==> config.mk <==
export PLATFORM = sky130hd
export DESIGN_NAME = mvau_wmem_sched
export DESIGN_NICKNAME = d
export VERILOG_FILES = /design/src/rtl/mvau_wmem_sched.sv
export SDC_FILE = /design/constraint.sdc
export NUM_CORES = 1
export LEC_CHECK = 0
export CAP_MARGIN = 20
export CELL_PAD_IN_SITES_DETAIL_PLACEMENT = 0
export CELL_PAD_IN_SITES_GLOBAL_PLACEMENT = 2
export CORE_ASPECT_RATIO = 1.2
export CORE_UTILIZATION = 28
export DETAILED_ROUTE_END_ITERATION = 8
export PLACE_DENSITY_LB_ADDON = 0.1
export SYNTH_ARGS = -nofsm -noshare
export SYNTH_HDL_FRONTEND = slang
export SYNTH_SLANG_ARGS = --single-unit
==> constraint.sdc <==
create_clock -name aclk -period 2.9 [get_ports aclk]
set_clock_uncertainty 0.2 [all_clocks]
set_input_delay 0.87 -clock aclk [delete_from_list [all_inputs] [get_ports aclk]]
set_output_delay 0.87 -clock aclk [all_outputs]
set_load 0.005 [all_outputs]
==> src/rtl/mvau_wmem_sched.sv <==
// Weight-memory sequencer for one MVAU bank: issues weight addresses and input-buffer
// indices per SIMD beat, filling the input buffer on fold 0 and replaying it afterwards.
module mvau_wmem_sched #(
    parameter int SF           = 2,
    parameter int NF           = 2,
    parameter int WMEM_ADDR_BW = 4,
    parameter int SF_BW        = 1
) (
    input  logic                    aclk,
    input  logic                    aresetn,
    input  logic                    in_v,
    output logic                    in_rdy,
    output logic [SF_BW-1:0]        ib_addr,
    output logic                    ib_wr,
    output logic [WMEM_ADDR_BW-1:0] wmem_addr,
    output logic                    out_v,
    input  logic                    out_rdy,
    output logic                    out_fold_last,
    output logic                    out_vec_last,
    output logic                    busy
);

    localparam int NF_BW = (NF > 1) ? $clog2(NF) : 1;
    localparam logic [SF_BW-1:0]        SF_MAX = SF_BW'(SF - 1);
    localparam logic [NF_BW-1:0]        NF_MAX = NF_BW'(NF - 1);
    localparam logic [WMEM_ADDR_BW-1:0] SF_W   = WMEM_ADDR_BW'(SF);

    typedef enum logic [1:0] {
        S_IDLE,
        S_FILL,
        S_REPLAY
    } state_t;

    state_t                  state, state_nxt;
    logic [SF_BW-1:0]        sf, sf_nxt;
    logic [NF_BW-1:0]        nf, nf_nxt;
    logic                    advance;
    logic                    issue;
    logic                    sf_last;
    logic                    nf_last;
    logic [WMEM_ADDR_BW-1:0] addr_calc;

    // Handshake, issue decision and next counter/state values
    always_comb begin
        state_nxt = state;
        sf_nxt    = sf;
        nf_nxt    = nf;
        advance   = !out_v || out_rdy;
        in_rdy    = aresetn && (state != S_REPLAY) && advance;
        issue     = (state == S_REPLAY) ? advance : (in_v && in_rdy);
        ib_wr     = in_v && in_rdy;
        ib_addr   = sf;
        busy      = (state != S_IDLE) || out_v;
        sf_last   = (sf == SF_MAX);
        nf_last   = (nf == NF_MAX);
        addr_calc = WMEM_ADDR_BW'(nf) * SF_W + WMEM_ADDR_BW'(sf);
        if (issue) begin
            if (sf_last) begin
                sf_nxt = '0;
                if (nf_last) begin
                    nf_nxt    = '0;
                    state_nxt = S_IDLE;
                end else begin
                    nf_nxt    = nf + 1'b1;
                    state_nxt = S_REPLAY;
                end
            end else begin
                sf_nxt    = sf + 1'b1;
                state_nxt = (nf == '0) ? S_FILL : S_REPLAY;
            end
        end
    end

    always_ff @(posedge aclk or negedge aresetn) begin
        if (!aresetn) begin
            state <= S_IDLE;
        end else begin
            state <= state_nxt;
        end
    end

    // Address and flags only move on issue, so a stall re-reads the same word
    always_ff @(posedge aclk or negedge aresetn) begin
        if (!aresetn) begin
            sf            <= '0;
            nf            <= '0;
            wmem_addr     <= '0;
            out_v         <= 1'b0;
            out_fold_last <= 1'b0;
            out_vec_last  <= 1'b0;
        end else begin
            sf <= sf_nxt;
            nf <= nf_nxt;
            if (issue) begin
                wmem_addr     <= addr_calc;
                out_fold_last <= sf_last;
                out_vec_last  <= sf_last && nf_last;
                out_v         <= 1'b1;
            end else if (out_rdy) begin
                out_v <= 1'b0;
            end
        end
    end

endmodule
* Yosys cells after proc, flatten, opt, wreduce, memory -nomap -nowiden *
Cells that the tools add are included.

word-level totals
  bits in registers = 11
  bits of input ports = 4
  word-level logic and storage cells = 30

operators by class
  add/sub/neg operators = 3
  eq/ne operators = 2
  muxes and demuxes = 8
  reduce and logical (&&, ||, !) cells = 10

operators with widths
  kind                 count
  $mux 2               3
  $mux 1               5
  $logic_and 1x1->1    4
  $reduce_bool 2->1    2
  $add 2x1->3          1
  $add 1x1->1 const B  2
  $eq 2x2->1 const B   1
  $logic_or 1x1->1     2
  $ne 2x2->1 const B   1
  $reduce_and 2->1     1
  $logic_not 1->1      1

* Longest topological paths before layout *
  depth after elaboration = 6
  gate-level depth with buffers = 4
  mapped depth without buffers = 4

* Least setup slack after synthesis *
No wires, ideal clock.

  path type = input to output
  start point = in out_rdy
  end point = out in_rdy
  arrival = 1.231 ns
  data required time = 1.830 ns
  setup slack = 0.599 ns
  cell stages on the path = 2
  buffers on the path = 0
  path through = nand2b_1 and3_2

on the way
  longest elaborated chain between the ends = 2

RTL lines
  element             line  RTL
  start: declaration  17    input logic out_rdy,
  $logic_or 1x1->1    48    advance = !out_v || out_rdy;
  $logic_and 1x1->1   49    in_rdy = aresetn && (state != S_REPLAY) && advance;
  end: declaration    12    output logic in_rdy,

No other way between the ends.

* Final worst setup path *
  start point = in in_v
  end point = out ib_wr

on the way
  longest elaborated chain between the ends = 1

RTL lines
  element             line  RTL
  start: declaration  11    input logic in_v,
  $logic_and 1x1->1   51    ib_wr = in_v && in_rdy;
  end: declaration    14    output logic ib_wr,

No other way between the ends.

==> summary.txt <==
Setup path
  • FF-to-FF Start: out_v
  • Critical path launch point type: primary input
  • Top delay family on crit path: buffers and inverters
  • Arr. time, crit path: between 1.5 and 2 ns
  • Reg2reg end: state[0]
  • CP bufs+invs: 2
  • R2R cell count: 3
  • Crit Path Max Fanout: 2
  • Critical Path, Cell by Cell: clkdlybuf4s50_1 > nand2_2 > nor2_1 > dlygate4sd2_1
  • CP max stage delay: 0.50 ns
  • Crit path max-delay cell type: clkdlybuf4s50_1
  • WP data required: 1.83 ns
  • Setup slack, reg-to-reg: between 1 and 1.5 ns
  • Worst Path Class, Setup: in2out
  • CP Capture Type: output pin

STA
  • Fin. Hold Viols: 0
  • Fin crit share: a little over nine tenths
  • Fin crit period: around 2.8 ns
  • Setup TNS Final: 0 ns
  • RSZ-0062 raised after global routing: false
  • Setup Viol. Count Final: 0
  • Fmax: 354 MHz
  • Slew Limit Fails: 0

Cells and area
  • Fill cell count: 136
  • Antenna Cells: 0
  • Nets: 60
  • Final non-filler cell total: slightly below 70
  • Post-route cell area: slightly above 600 µm²
  • Share of layout cells above drive strength 1: 32.7%
  • Area Overhead vs Synth: 39.4%

Yosys
  • Yosys reg bits: 8
  • Post-synthesis cell area: ~440 µm²
  • Syn Inst Count: 36
  • Syn. warnings: 0
  • Avg Cell Area, Syn: ~12 µm²
  • Distinct cells, synth: 19
  • Sequential share of the synthesized area: 45.3%

Outcome
  • Status: finished clean

Floorplanning
  • Num ports: 15
  • FP Rows: 15
  • Die outline width: 38.3 µm
  • Core area: roughly 0.0014 mm²
  • Die area: 0.00174 mm²
  • Initial Utilization: 30.6%
  • Die Y: 45.5 µm

Power and ir drop
  • Static leakage: around 0.0003 µW
  • PwrDens: 1010 mW/mm²
  • VDD IR max: 0.332 mV

Global route
  • Total grt overflow: 0
  • Total track usage: approximately an eighth
  • First-pass GRT wire length: 1450 µm
  • Vias in the first global route: 330
  • Largest net degree at the start of global routing: 10
  • Initial antenna violation count: 0

Clock tree
  • Num CTS Buffers: 3
  • Clk_lat worst skew: 0.26 ns
  • CTS Hold Buffers Added: 0
  • CTS tree: built
  • # Post-CTS Setup Buffers: 0
  • H-Tree Depth: 1
  • Clock buffer depth: 2
  • CTS root buffer: clkbuf_4
  • Post-CTS Resized: 4
  • Clk sinks: 8
  • Register clock-pin slew on the reported worst setup and hold paths: 0.05 ns

Detailed routing
  • Via count: 316
  • Vias per Instance: 4.58
  • DR WL/cell: 12.5 µm
  • Residual DRC: 0
  • Drt initial violations: 0
  • DRT Wirelength: 861 µm
  • Antenna viol nets, final: 0
  • DR pass1 iterations: 1

Hold path
  • Worst Hold End: out_vec_last
  • Min-delay src: out_vec_last
  • Hold Crit Class: reg2reg
  • Hold path cells: 1

Placement
  • Dpl cells: 66
  • Hpwl dp: 682 µm
  • RD Place Congestion: 0.725
  • Dpl cell area: approximately 600 µm²
  • # port buffers: 12

Job
  • Max cap viols: 0
-- power breakdown --
| group | internal (µW) | switching (µW) |
|---|---|---|
| combinational | 207 | 112 |
| clock | 47.4 | 39.0 |
| sequential | 166 | 47.6 |
| total | 420 | 199 |
-- logic make-up after synthesis --
| kind of cell | share of synthesized area [%] |
|---|---|
| buffers and inverters | 6.80 |
| adders and majority gates | 5.66 |
| other | 0.849 |
| xor gates and xnor gates | 3.97 |
| DFF | 45.3 |
| AOI/OAI and AO/OA | 8.50 |
| muxes | 13.6 |
| and+or+nand+nor | 15.3 |
-- area by class of cell --
cell class | count | area, µm² | share of cell area [%]
flip-flops and latches | 8 | 200 | 32.5
multi-input cells | 24 | 223 | 36.2
clock buffers | 3 | 22.5 | 3.66
inverters | 2 | 7.51 | 1.22
well taps | 17 | 21.3 | 3.46
repair buffers | 15 | 141 | 23.0
-- cells in the final DEF (no fill, tap or decap), drive strengths merged --
cell type	count
mux2	4
nor2	2
ha	2
dlygate4sd2	3
clkbuf	3
a211oi	2
clkdlybuf4s50	8
nand3	1
or3	1
conb	2
xnor2	2
and2b	1
inv	2
nand2b	2
and3	1
dlymetal6s2s	1
a31oi	1
nand2	2
buf	3
dfrtp	8
a21oi	1
-- routing by layer --
metal	vias up	wire length (µm)	track usage [%]
li1	149	-	-
met1	149	335	14.2
met2	13	435	20.3
met3	5	55	2.94
met4	0	34	10.7
met5	-	0	0
-- registers in the layout (all words and copies together), names as in the netlist --
name	flops
ib_addr	1
nf	1
out_v	1
out_vec_last	1
state	2
wmem_addr	2
-- metrics by stage --
step	util, %	hold WS [ns]	total power (µW)	worst slack [ns]
final	42.6	0.307	619	0.0784
after global routing	42.6	0.332	674	0.0306
after CTS	42.4	0.309	630	0.00656
after detailed placement	40.6	0.292	539	-0.324
after global placement	40.6	0.296	536	-0.294
after floorplan	-	0.307	402	0.599
-- synth_stat cells --
cell type | count | area, µm²
nand2_1 | 1 | 3.75
a211oi_1 | 2 | 15.0
nand3_1 | 1 | 5.00
conb_1 | 1 | 3.75
a21oi_4 | 1 | 16.3
inv_1 | 2 | 7.51
dfrtp_1 | 8 | 200
or3_2 | 1 | 7.51
mux2_4 | 4 | 60.1
a31oi_1 | 1 | 6.26
nand2_2 | 1 | 6.26
and3_2 | 1 | 7.51
ha_1 | 2 | 25.0
nand2b_1 | 1 | 6.26
and2b_4 | 1 | 10.0
nor2_1 | 2 | 7.51
xnor2_1 | 2 | 17.5
nand2b_4 | 1 | 13.8
buf_4 | 3 | 22.5
-- how the worst max path moves through the flow --
| stage | startpoint | end | depth (start not counted) |
|---|---|---|---|
| floorplan | out_rdy | in_rdy | 2 |
| global placement | out_rdy | in_rdy | 4 |
| detailed placement | out_rdy | in_rdy | 4 |
| CTS | aresetn | in_rdy | 3 |
| global route | in_v | ib_wr | 4 |
| finish | in_v | ib_wr | 4 |
Note: power is estimated with default switching activity, not from simulation.
